--- src/rtl/dfm_spi_master_if.sv ---
// Host-side request/response bundle for dfm_spi_master.
// The "master" modport is the requesting host; the "slave" modport is the
// SPI controller that serves the request and returns the read data.
interface dfm_spi_master_if;
  logic        start_i;
  logic [7:0]  cmd_i;
  logic        busy_o;
  logic        done_o;
  logic [63:0] rd_data_o;

  modport master (
    output start_i,
    output cmd_i,
    input  busy_o,
    input  done_o,
    input  rd_data_o
  );

  modport slave (
    input  start_i,
    input  cmd_i,
    output busy_o,
    output done_o,
    output rd_data_o
  );
endinterface

--- src/rtl/dfm_spi_master.sv ---
// dfm_spi_master: SPI mode-0 reader for a metering device.
// A transaction sends one command byte (dc=0), then clocks in N_BYTES data
// bytes (dc=1), MSB first, and presents them right-aligned on rd_data_o.
// Optional macro DFM_SPI_BYTE_GAP_EN: stretches the sclk-low phase of the
// first bit of every data byte by CLK_DIV cycles, which places one gap after
// each byte except the last (command byte included).
// All pin and handshake outputs come straight from flops; they are computed
// from the current FSM/counter state, so they trail the state by one cycle.
module dfm_spi_master #(
  parameter int CLK_DIV = 4,
  parameter int N_BYTES = 8
) (
  input  logic            clk_i,
  input  logic            rst_i,
  dfm_spi_master_if.slave bus,
  input  logic            spi_miso_i,
  output logic            spi_sclk_o,
  output logic            spi_mosi_o,
  output logic            spi_cs_n_o,
  output logic            dc_o
);

  typedef enum logic [2:0] {
    S_IDLE  = 3'd0,
    S_SETUP = 3'd1,
    S_CMD   = 3'd2,
    S_READ  = 3'd3,
    S_HOLD  = 3'd4
  } state_t;

  localparam logic [7:0] DIV_LAST = 8'(CLK_DIV - 1);
  localparam logic [6:0] RD_LAST  = 7'(N_BYTES * 8 - 1);

  state_t      r_state, w_state_nx;
  logic [7:0]  r_div,   w_div_nx;    // cycles within the current half/phase
  logic        r_half,  w_half_nx;   // 0 = sclk low half, 1 = sclk high half
  logic [6:0]  r_bit,   w_bit_nx;    // bit index within CMD or READ
  logic [7:0]  r_cmd,   w_cmd_nx;    // command shifter; empties to zeros
  logic [63:0] r_shift, w_shift_nx;  // received bits, shifted in at LSB
`ifdef DFM_SPI_BYTE_GAP_EN
  logic        r_gap,   w_gap_nx;    // extra low interval already spent
`endif

  logic        r_sclk, r_mosi, r_cs_n, r_dc, r_busy, r_done;
  logic [63:0] r_rd_data;
  logic        w_sclk_nx, w_mosi_nx, w_cs_n_nx, w_dc_nx, w_busy_nx, w_done_nx;
  logic        w_div_last;

  assign w_div_last = (r_div == DIV_LAST);

  // Next-state, counter and shifter logic for the transaction sequencer.
  always_comb begin
    w_state_nx = r_state;
    w_div_nx   = r_div;
    w_half_nx  = r_half;
    w_bit_nx   = r_bit;
    w_cmd_nx   = r_cmd;
    w_shift_nx = r_shift;
`ifdef DFM_SPI_BYTE_GAP_EN
    w_gap_nx   = r_gap;
`endif
    case (r_state)
      S_IDLE: begin
        w_div_nx  = 8'd0;
        w_half_nx = 1'b0;
        w_bit_nx  = 7'd0;
        // r_busy still high means this is the done cycle: ignore start.
        if (bus.start_i && !r_busy) begin
          w_state_nx = S_SETUP;
          w_cmd_nx   = bus.cmd_i;
          w_shift_nx = 64'd0;
        end else begin
          w_state_nx = S_IDLE;
        end
      end
      S_SETUP, S_HOLD: begin
        if (w_div_last) begin
          w_div_nx   = 8'd0;
          w_state_nx = (r_state == S_SETUP) ? S_CMD : S_IDLE;
        end else begin
          w_div_nx   = r_div + 8'd1;
        end
      end
      S_CMD, S_READ: begin
        // First cycle of the high half is the cycle sclk_o rises.
        if (r_state == S_READ && r_half && r_div == 8'd0) begin
          w_shift_nx = {r_shift[62:0], spi_miso_i};
        end else begin
          w_shift_nx = r_shift;
        end
        if (!w_div_last) begin
          w_div_nx = r_div + 8'd1;
        end else if (!r_half) begin
          w_div_nx = 8'd0;
`ifdef DFM_SPI_BYTE_GAP_EN
          if (r_state == S_READ && r_bit[2:0] == 3'd0 && !r_gap) begin
            w_gap_nx = 1'b1;
          end else begin
            w_gap_nx  = 1'b0;
            w_half_nx = 1'b1;
          end
`else
          w_half_nx = 1'b1;
`endif
        end else begin
          // End of the high half: sclk falls and the next mosi bit appears.
          w_div_nx  = 8'd0;
          w_half_nx = 1'b0;
          w_cmd_nx  = {r_cmd[6:0], 1'b0};
          if (r_state == S_CMD) begin
            if (r_bit == 7'd7) begin
              w_bit_nx   = 7'd0;
              w_state_nx = S_READ;
            end else begin
              w_bit_nx   = r_bit + 7'd1;
            end
          end else begin
            if (r_bit == RD_LAST) begin
              w_bit_nx   = 7'd0;
              w_state_nx = S_HOLD;
            end else begin
              w_bit_nx   = r_bit + 7'd1;
            end
          end
        end
      end
      default: begin
        w_state_nx = S_IDLE;
        w_div_nx   = 8'd0;
        w_half_nx  = 1'b0;
        w_bit_nx   = 7'd0;
      end
    endcase
  end

  // Pin and handshake values derived from the current sequencer state.
  always_comb begin
    w_sclk_nx = (r_state == S_CMD || r_state == S_READ) && r_half;
    w_mosi_nx = (r_state == S_IDLE) ? 1'b0 : r_cmd[7];
    w_cs_n_nx = (r_state == S_IDLE);
    w_dc_nx   = (r_state == S_READ || r_state == S_HOLD);
    // Done fires once, in the first IDLE cycle after a completed transfer.
    w_done_nx = (r_state == S_IDLE) && r_busy && !r_done;
    w_busy_nx = (r_state != S_IDLE) || w_done_nx;
  end

  // Sequencer state, counters and shifters.
  always_ff @(posedge clk_i) begin
    if (rst_i) begin
      r_state <= S_IDLE;
      r_div   <= 8'd0;
      r_half  <= 1'b0;
      r_bit   <= 7'd0;
      r_cmd   <= 8'd0;
      r_shift <= 64'd0;
`ifdef DFM_SPI_BYTE_GAP_EN
      r_gap   <= 1'b0;
`endif
    end else begin
      r_state <= w_state_nx;
      r_div   <= w_div_nx;
      r_half  <= w_half_nx;
      r_bit   <= w_bit_nx;
      r_cmd   <= w_cmd_nx;
      r_shift <= w_shift_nx;
`ifdef DFM_SPI_BYTE_GAP_EN
      r_gap   <= w_gap_nx;
`endif
    end
  end

  // Output flops; read data is loaded only together with done.
  always_ff @(posedge clk_i) begin
    if (rst_i) begin
      r_sclk    <= 1'b0;
      r_mosi    <= 1'b0;
      r_cs_n    <= 1'b1;
      r_dc      <= 1'b0;
      r_busy    <= 1'b0;
      r_done    <= 1'b0;
      r_rd_data <= 64'd0;
    end else begin
      r_sclk    <= w_sclk_nx;
      r_mosi    <= w_mosi_nx;
      r_cs_n    <= w_cs_n_nx;
      r_dc      <= w_dc_nx;
      r_busy    <= w_busy_nx;
      r_done    <= w_done_nx;
      r_rd_data <= w_done_nx ? r_shift : r_rd_data;
    end
  end

  assign spi_sclk_o    = r_sclk;
  assign spi_mosi_o    = r_mosi;
  assign spi_cs_n_o    = r_cs_n;
  assign dc_o          = r_dc;
  assign bus.busy_o    = r_busy;
  assign bus.done_o    = r_done;
  assign bus.rd_data_o = r_rd_data;

endmodule
--- src/flat_wrapper.sv ---
// flat-port wrapper written by rule: the top's interface ports become plain ports
module dfm_spi_master_flat 
#(
  parameter int CLK_DIV = 4,
  parameter int N_BYTES = 8
)
  (clk_i, rst_i, spi_miso_i, spi_sclk_o, spi_mosi_o, spi_cs_n_o, dc_o, bus_start_i, bus_cmd_i, bus_busy_o, bus_done_o, bus_rd_data_o);
  dfm_spi_master_if bus_i ();
  input  logic clk_i;
  input  logic rst_i;
  input  logic spi_miso_i;
  output logic spi_sclk_o;
  output logic spi_mosi_o;
  output logic spi_cs_n_o;
  output logic dc_o;
  input wire logic [$bits(bus_i.start_i)-1:0] bus_start_i;
  input wire logic [$bits(bus_i.cmd_i)-1:0] bus_cmd_i;
  output wire logic [$bits(bus_i.busy_o)-1:0] bus_busy_o;
  output wire logic [$bits(bus_i.done_o)-1:0] bus_done_o;
  output wire logic [$bits(bus_i.rd_data_o)-1:0] bus_rd_data_o;
  assign bus_i.start_i = bus_start_i;
  assign bus_i.cmd_i = bus_cmd_i;
  assign bus_busy_o = bus_i.busy_o;
  assign bus_done_o = bus_i.done_o;
  assign bus_rd_data_o = bus_i.rd_data_o;
  dfm_spi_master #(.CLK_DIV(CLK_DIV), .N_BYTES(N_BYTES)) u_core (.clk_i(clk_i), .rst_i(rst_i), .bus(bus_i), .spi_miso_i(spi_miso_i), .spi_sclk_o(spi_sclk_o), .spi_mosi_o(spi_mosi_o), .spi_cs_n_o(spi_cs_n_o), .dc_o(dc_o));
endmodule
--- config.mk ---
export PLATFORM = sky130hd
export DESIGN_NAME = dfm_spi_master_flat
export DESIGN_NICKNAME = d
export VERILOG_FILES = /design/src/rtl/dfm_spi_master_if.sv /design/src/rtl/dfm_spi_master.sv /design/src/flat_wrapper.sv
export SDC_FILE = /design/constraint.sdc
export NUM_CORES = 1
export LEC_CHECK = 0
export CELL_PAD_IN_SITES_DETAIL_PLACEMENT = 1
export CELL_PAD_IN_SITES_GLOBAL_PLACEMENT = 1
export CORE_UTILIZATION = 25
export CTS_CLUSTER_SIZE = 20
export DETAILED_ROUTE_END_ITERATION = 12
export GPL_TIMING_DRIVEN = 0
export PLACE_DENSITY_LB_ADDON = 0.25
export REMOVE_ABC_BUFFERS = 1
export SYNTH_ARGS = -nofsm -noshare
export SYNTH_HDL_FRONTEND = slang
export SYNTH_SLANG_ARGS = --single-unit
--- constraint.sdc ---
create_clock -name clk_i -period 4.2 [get_ports clk_i]
set_input_delay 0.63 -clock clk_i [delete_from_list [all_inputs] [get_ports clk_i]]
set_output_delay 0.63 -clock clk_i [all_outputs]
set_load 0.03 [all_outputs]
# Word level (Yosys, flattened, before mapping)
# Cells that the tools add are included.
[totals] reg_bits=161 inputBits=12 output_inout_bits=70 wordCells=81
[op_classes] add_sub_neg=2 eq_ne=14 mux=25 bitwise_logic=2 reduce_logical=25
[op_table] op="2-to-1 mux 64 bit" count=2
[op_table] op="case mux 64 bit (2 select lines)" count=1
[op_table] op="2-to-1 mux 7 bit" count=5
[op_table] op="2-to-1 mux 8 bit" count=3
[op_table] op="2-to-1 mux 3 bit" count=6
[op_table] op="case mux 8 bit (2 select lines)" count=1
[op_table] op="case mux 7 bit (2 select lines)" count=1
[op_table] op="case mux 3 bit (3 select lines)" count=1
[op_table] op="adder 8 x 1 -> 8 bit, second input constant" count=1
[op_table] op="== test 8 x 2 -> 1 bit, second input constant" count=1
[op_table] op="logical NOT 8 bit" count=1
[op_table] op="inequality test 2 x 1 -> 1 bit, second input constant" count=4
[op_table] op="adder 7 x 1 -> 7 bit, second input constant" count=1
[op_table] op="== test 7 x 3 -> 1 bit, second input constant" count=1
[op_table] op="== test 7 x 6 -> 1 bit, second input constant" count=1
[op_table] op="== test 3 x 2 -> 1 bit, second input constant" count=2
[op_table] op="logical AND 1 bit" count=6
[op_table] op="AND reduction 3 bit" count=2
[op_table] op="OR reduction 2 bit" count=3
[op_table] op="AND reduction 5 bit" count=1
[op_table] op="AND reduction 4 bit" count=1
[op_table] op="OR reduction 4 bit" count=1
[op_table] op="== test 3 x 1 -> 1 bit, second input constant" count=1
[op_table] op="== test 3 bit, second input constant" count=1
[op_table] op="14 further kinds" count=20

# Depth between registers and ports, before layout
[depth] word_depth=6 ltp_mapped=8 ltp_nobuf=6

# Worst setup path before layout
# No wires, ideal clock.
[synth_path] kind="reg2reg" start="register u_core.r_div[0]" end="register u_core.r_bit[3]" setup_ns=0.074 arrival_time_ns=1.805 required_ns=4.126 setup_slack_ns=2.321 path_stages_with_launch=7 path_buffers=0 synth_period_minus_slack_ns=1.879 cell_sequence="dfxtp_1 ha_1 and4bb_2 nand2_4 a21o_4 or4_1 a31oi_1"
[synth_between] elab_chain_cells=3
[synth_rtl] item="start, declared" line_no="dfm_spi_master.sv:35" rtl="logic [7:0] r_div, w_div_nx;"
[synth_rtl] item="start signal, assigned" line_no="dfm_spi_master.sv:161" rtl="r_div <= w_div_nx;"
[synth_rtl] item="== test 8 x 2 -> 1 bit" line_no="dfm_spi_master.sv:49" rtl="assign w_div_last = (r_div == DIV_LAST);"
[synth_rtl] item="inequality test 2 x 1 -> 1 bit (no source line)"
[synth_rtl] item="AND reduction 3 bit (no source line)"
[synth_rtl] item="end signal, assigned" line_no="dfm_spi_master.sv:163" rtl="r_bit <= w_bit_nx;"
[synth_rtl] item="end, declared" line_no="dfm_spi_master.sv:37" rtl="logic [6:0] r_bit, w_bit_nx;"
# No other way between the ends.
# A chain may end at the register's enable or synchronous reset.

# Final worst setup path
[layout_path] start="register u_core.r_state[0]" end="register u_core.r_shift[16]"
[layout_between] elab_chain_cells=5 word_cells_on_any_way=11 classes_between="eq/ne (4); mux (1); reduce/logical (6)"
[layout_rtl] item="start, declared" line_no="dfm_spi_master.sv:34" rtl="state_t r_state, w_state_nx;"
[layout_rtl] item="start signal, assigned" line_no="dfm_spi_master.sv:160" rtl="r_state <= w_state_nx;"
[layout_rtl] item="== test 3 x 2 -> 1 bit" line_no="dfm_spi_master.sv:62, dfm_spi_master.sv:86"
[layout_rtl] item="logical AND 1 bit (2 in a row)" line_no="dfm_spi_master.sv:86" rtl="if (r_state == S_READ && r_half && r_div == 8'd0) begin"
[layout_rtl] item="inequality test 2 x 1 -> 1 bit (no source line)"
[layout_rtl] item="AND reduction 3 bit (no source line)"
[layout_rtl] item="end signal, assigned" line_no="dfm_spi_master.sv:165" rtl="r_shift <= w_shift_nx;"
[layout_rtl] item="end, declared" line_no="dfm_spi_master.sv:39" rtl="logic [63:0] r_shift, w_shift_nx;"
# Several ways; a longest one is shown, not always the timed one.

==> run_results.csv <==
group,metric,value,unit
layout,nFillCells,2840,
cts,postCtsSetupBuffers,0,
synth,ys_top_cells_by_area,"dfxtp_1 (53%), nand2_1 (13%), a21oi_1 (11%)",
global_routing,first_global_vias,5082,
floorplan,io_pins,82,
sta,drv_slew,0,
layout,synthToLayoutAreaGrowth,29.4,%
floorplan,core,0.0237,mm2
sta,hold_viol_final,0,
cts,cts_max_path_buffers,2,
global_routing,grt_use_total,13.3,%
cts,cts_hold_buf,0,
routing,drtIter0Drc,260,
power_and_ir_drop,ir_drop,0.236,mV
cts,clock-root-buffer,"clkbuf_16",
placed_design,hpwl,10100,um
synth,avgSynthCellArea,8.07,um2
cts,cts.repair.resized,0,
routing,drc,0,
sta,whs,0.445,ns
sta,setup_viol,0,
layout,n_antenna_cell,0,
synth,yosys.area.top_type_share,52.8,%
power_and_ir_drop,p_per_area,514,mW/mm2
worst_setup_path,endpoint_kind,"flip-flop",
power_and_ir_drop,cellLeakagePower,0.00251,uW
layout,drive_above_1_share,7.52,%
floorplan,die_w,158,um
cts,cts_tree,"done",
layout,fin_cells,1144,
synth,ys_warn_count,0,
placed_design,dpl.cell_count,1112,
synth,yosys_register_bits,161,
routing,viasPerCell,4.57,
synth,synth_cell_type_count,44,
placed_design,io_buffers,81,
placed_design,routabilityCongestion,0.704,
cts,cts_sinks,161,
placed_design,placed_area,0.00730,mm2
cts,clk-insertion-delay-late,0.42,ns
worst_hold_path,hold_class,"flip-flop to flip-flop",
worst_setup_path,reg2regPathDepth,7,
sta,max_clock_freq,0.409,GHz
routing,vias,5223,
worst_setup_path,cp.required,4.49,ns
synth,post-synth-top-count-cell,"nand2_1",
global_routing,grt_max_degree,90,
routing,wl,15900,um
routing,antenna_left,0,
layout,finalNetCount,827,
floorplan,dieHeight,158,um
sta,relSlewSlack,57.1,%
floorplan,dieArea,0.0251,mm2
global_routing,antenna_found_initial,0,
sta,rsz0062_at_grt,"no",
cts,clk_pin_slew_worst_paths,0.07,ns
worst_hold_path,hold_depth,2,
synth,synthArstFlopShare,0,%
flow_run,cap_violations,0,
floorplan,initial_core_util,25.8,%
worst_setup_path,crit_type,"flip-flop to flip-flop",
cts,cts_made_buffers,17,
sta,skew,0.0173,ns
synth,yosysSeqAreaShare,52.8,%
global_routing,overflow,0,
run_status,outcome,"completed",
global_routing,grt_pass1_wl,26200,um
routing,wl_per_cell,13.9,um
layout,post-route-cell-area,0.00791,mm2
sta,min_period,2.45,ns
cts,htree_levels,4,
synth,netlist_top_cells_count,"nand2_1 (219), dfxtp_1 (161), a21oi_1 (138)",
synth,yosys.area.top_type,"dfxtp_1",
synth,synth_area,0.00611,mm2
layout,post-route-util,33.4,%
worst_setup_path,cp.arrival,2.74,ns
routing,dr.pass1.iters,4,
synth,synth_edf_count,0,
floorplan,num_rows,56,
worst_setup_path,worstSetupStartpointType,"flip-flop",
sta,fin_crit_sh,58.3,%
worst_setup_path,crit_fanout,17,
synth,synth_ff_type,"dfxtp_1",
sta,tightest_slew,0.643,ns
synth,postSynthCellCount,757,
==> through the flow <==
stage	setup TNS, ns	worst slack [ns]	total power [uW]
after floorplan	0	1.20	2100
after global placement	-247.75	-2.24	2400
after detailed placement	0	1.69	2530
after CTS	0	1.71	4150
after global routing	0	1.45	4300
final	0	1.75	4060
==> registers in the layout, summed over array words and instances (netlist names) <==
| signal | cells |
|---|---|
| u_core.bus.busy_o | 1 |
| u_core.bus.done_o | 1 |
| u_core.bus.rd_data_o | 64 |
| u_core.dc_o | 1 |
| u_core.r_bit | 7 |
| u_core.r_cmd | 8 |
| u_core.r_div | 8 |
| u_core.r_half | 1 |
| u_core.r_shift | 64 |
| u_core.r_state | 3 |
| u_core.spi_cs_n_o | 1 |
| u_core.spi_mosi_o | 1 |
| u_core.spi_sclk_o | 1 |
==> power by group <==
group,switching (uW),leakage (uW),internal [uW],total (uW)
clock,683,0.000287,911,1590
sequential,59.0,0.00130,1590,1640
combinational,562,0.000925,262,825
total,1300,0.00251,2760,4060
==> critical path, cell delays in order (launching register included) <==
cell	delay, ns
dfxtp_1	0.45
nor3_1	0.56
nand3b_1	0.50
buf_16	0.33
buf_16	0.16
buf_8	0.15
nand3_1	0.08
a21oi_1	0.07
==> cells in the final DEF, fill, tap and decap left out, types with 3 or more instances in the layout <==
cell type	count
nand3b_1	3
clkdlybuf4s50_1	80
a31oi_1	4
a21oi_1	138
clkbuf_16	17
nor2_1	28
nor3_1	3
inv_1	6
inv_6	7
nand3_1	77
dfxtp_1	161
ha_1	3
clkinvlp_4	3
o21ai_0	6
or4_1	3
buf_8	6
a311oi_1	7
nand2_1	219
buf_16	5
xor2_1	4
nand2b_1	6
==> layer usage <==
layer | vias to the layer above | GRT usage (%) | share of wire, %
li1 | 2662 | - | -
met4 | 0 | 3.43 | 0.76
met1 | 2489 | 17.4 | 50
met3 | 9 | 3.29 | 3.0
met2 | 63 | 21.7 | 46
met5 | - | 0 | 0
==> path summary, 6_finish.rpt <==
check,startpoint,to,slack [ns]
worst max register to register,u_core.r_state[0],u_core.r_shift[16],1.75
worst max-delay path,u_core.r_state[0],u_core.r_shift[16],1.75
worst min-delay path,u_core.r_cmd[7],u_core.spi_mosi_o,0.44
worst min register to register,u_core.r_cmd[7],u_core.spi_mosi_o,0.44
==> area by class of cell <==
| class | count | area, um2 | area share [%] |
|---|---|---|---|
| inverters | 6 | 22.5 | 0.285 |
| clock buffers | 18 | 439 | 5.56 |
| multi-input cells | 532 | 2580 | 32.6 |
| flip-flops and latches | 161 | 3220 | 40.8 |
| well taps | 319 | 399 | 5.05 |
| clock inverters | 14 | 164 | 2.07 |
| repair buffers | 94 | 1080 | 13.7 |
==> cells by family after synthesis <==
logic type / Yosys count / synth area share [%]
AO/OA/AOI/OAI: 167 / 15.0
XOR/XNOR: 6 / 0.860
adder cells (fa/ha/maj): 3 / 0.615
buffers and inverters: 64 / 5.06
flip-flops: 161 / 52.8
AND/OR/NAND/NOR: 356 / 25.7
No activity file was read; power rests on OpenSTA's default activity.
==> RTL change: new RTL, config.mk and constraints unchanged <==
`N_BYTES` is set to 8 in 2 places; all go to 6.
--- a/src/rtl/dfm_spi_master.sv
+++ b/src/rtl/dfm_spi_master.sv
@@ -8,7 +8,7 @@
 // from the current FSM/counter state, so they trail the state by one cycle.
 module dfm_spi_master #(
   parameter int CLK_DIV = 4,
-  parameter int N_BYTES = 8
+  parameter int N_BYTES = 6
 ) (
   input  logic            clk_i,
   input  logic            rst_i,
--- a/src/flat_wrapper.sv
+++ b/src/flat_wrapper.sv
@@ -2,7 +2,7 @@
 module dfm_spi_master_flat 
 #(
   parameter int CLK_DIV = 4,
-  parameter int N_BYTES = 8
+  parameter int N_BYTES = 6
 )
   (clk_i, rst_i, spi_miso_i, spi_sclk_o, spi_mosi_o, spi_cs_n_o, dc_o, bus_start_i, bus_cmd_i, bus_busy_o, bus_done_o, bus_rd_data_o);
   dfm_spi_master_if bus_i ();
Formal check against the unedited RTL: same outputs for any inputs over 10 cycles, from zero or initial values and one cycle with rst_i high; that may be too few to reach the edited logic, so the function may still have changed.
==> RTL change against the unedited design <==
- final area fell by 0.90%
- wire length up 0.61%
- fmax decreased by 15%
- area after synthesis is 0.68% lower
- setup slack worse by 440 ps
- cell count is 0.87% lower
- sequential cell count unchanged
- largest cell class unchanged
- highest routed layer unchanged
Power is not compared: it rests on default switching activity, and its combinational part moved more than twofold at a synthesized area within 25%.
==> RTL change: results (changes against the unedited design) <==
Crit-path slowest cell=nor2b_1; met3 WL=530 um (+11%); worst endpoint data arrival time=3170 ps (+430 ps); DR WL/cell=14.1 um (+1.5%); drt first-iter violations=224 (-14%); fill cell total of the finished layout=2835 (-0.18%); adder-cell share of the synthesized area=0.619% (+0.0042 points); multi-input gate count=523 (-1.7%); inverters=8 (+2); antenna violations before repair=0 (unchanged); clock network area share=8.29% (+0.66 points); post-synth cell types=40 (-9.1%); DP Wirelength=9660 um (-4.0%); Clock Skew=12.4 ps (-4.91 ps); vias=5195 (-0.54%); mux share of post-synthesis cell area=0.186% (+0.19 points); Layout Nets=817 (-1.2%); gr usage total=13.5% (+0.25 points); first-pass GRT wire length=26600 um (+1.5%); 1st-pass router iterations=5 (+1); worst-skew pair later-pin latency=430 ps; largest net degree at the start of global routing=81 (-10%); met2 wire length=7340 um (+0.64%); number of global-route vias before repair=5137 (+1.1%); fraction of layout cells with a size suffix above 1=6.26% (-1.3 points); Hold EP=u_core.bus.rd_data_o[55]; grt met1 use=17.6% (+0.25 points); clk_buf instances=19 (+1); Synth Area in Compound Gates=14.9% (-0.022 points); Setup Fix Bufs, Post-CTS=0 (unchanged); critical path fanouts, max=64 (+47); reg2reg setup slack=1310 ps (-440 ps); Setup crit end=u_core.r_shift[59]; met2 Use GR=21.9% (+0.22 points); Worst-Margin Slew=978 ps (+335 ps); Signal buffers=91 (-3.2%); Post-Synth XOR/XNOR Area=0.866% (+0.0059 points); HP Start=u_core.bus.rd_data_o[55]; Reg2Reg Depth=5 (-2); Post-synth top cells=nand2_1, dfxtp_1, a21oi_1; status=finished clean; final hold slack=453 ps (+8.55 ps); CP max stage delay=740 ps (+180 ps); ys async rst share=0% (unchanged); multi-input logic area=2540 um^2 (-1.4%); Routability Congestion=0.738 (+5.0%); NonClk Buf Share=12.6% (-1.0 points); crit path launch=u_core.r_state[1]
==> RTL change: power groups by stage <==
stage	clock [W]	sequential (W)	combinational (W)
after global routing	0.00184	0.00156	0.000245
after detailed placement	0	0.00159	0.000229
after CTS	0.00179	0.00155	0.000230
after floorplan	0	0.00159	0.0000887
final	0.00171	0.00155	0.000221
after global placement	0	0.00159	0.000193
==> RTL change: logic make-up (layout without fill, tap and decap cells) <==
group / Yosys count / in the layout
AO/OA/AOI/OAI: 166 / 166
XOR/XNOR: 6 / 6
adder cells (fa/ha/maj): 3 / 3
buffers and inverters: 66 / 131
flip-flops: 161 / 161
multiplexers: 1 / 1
AND/OR/NAND/NOR: 347 / 347
==> RTL change: stage by stage <==
step	setup slack, ps	TNS (ps)	instance area (um^2)	instances	total power (W)
after floorplan	-344	-22000	5770	692	0.00168
after CTS	1300	0	7830	1134	0.00357
after global routing	1040	0	7830	1134	0.00364
after global placement	-4210	-427970	6980	1092	0.00178
after detailed placement	1300	0	7180	1102	0.00182
final	1310	0	7830	1134	0.00349
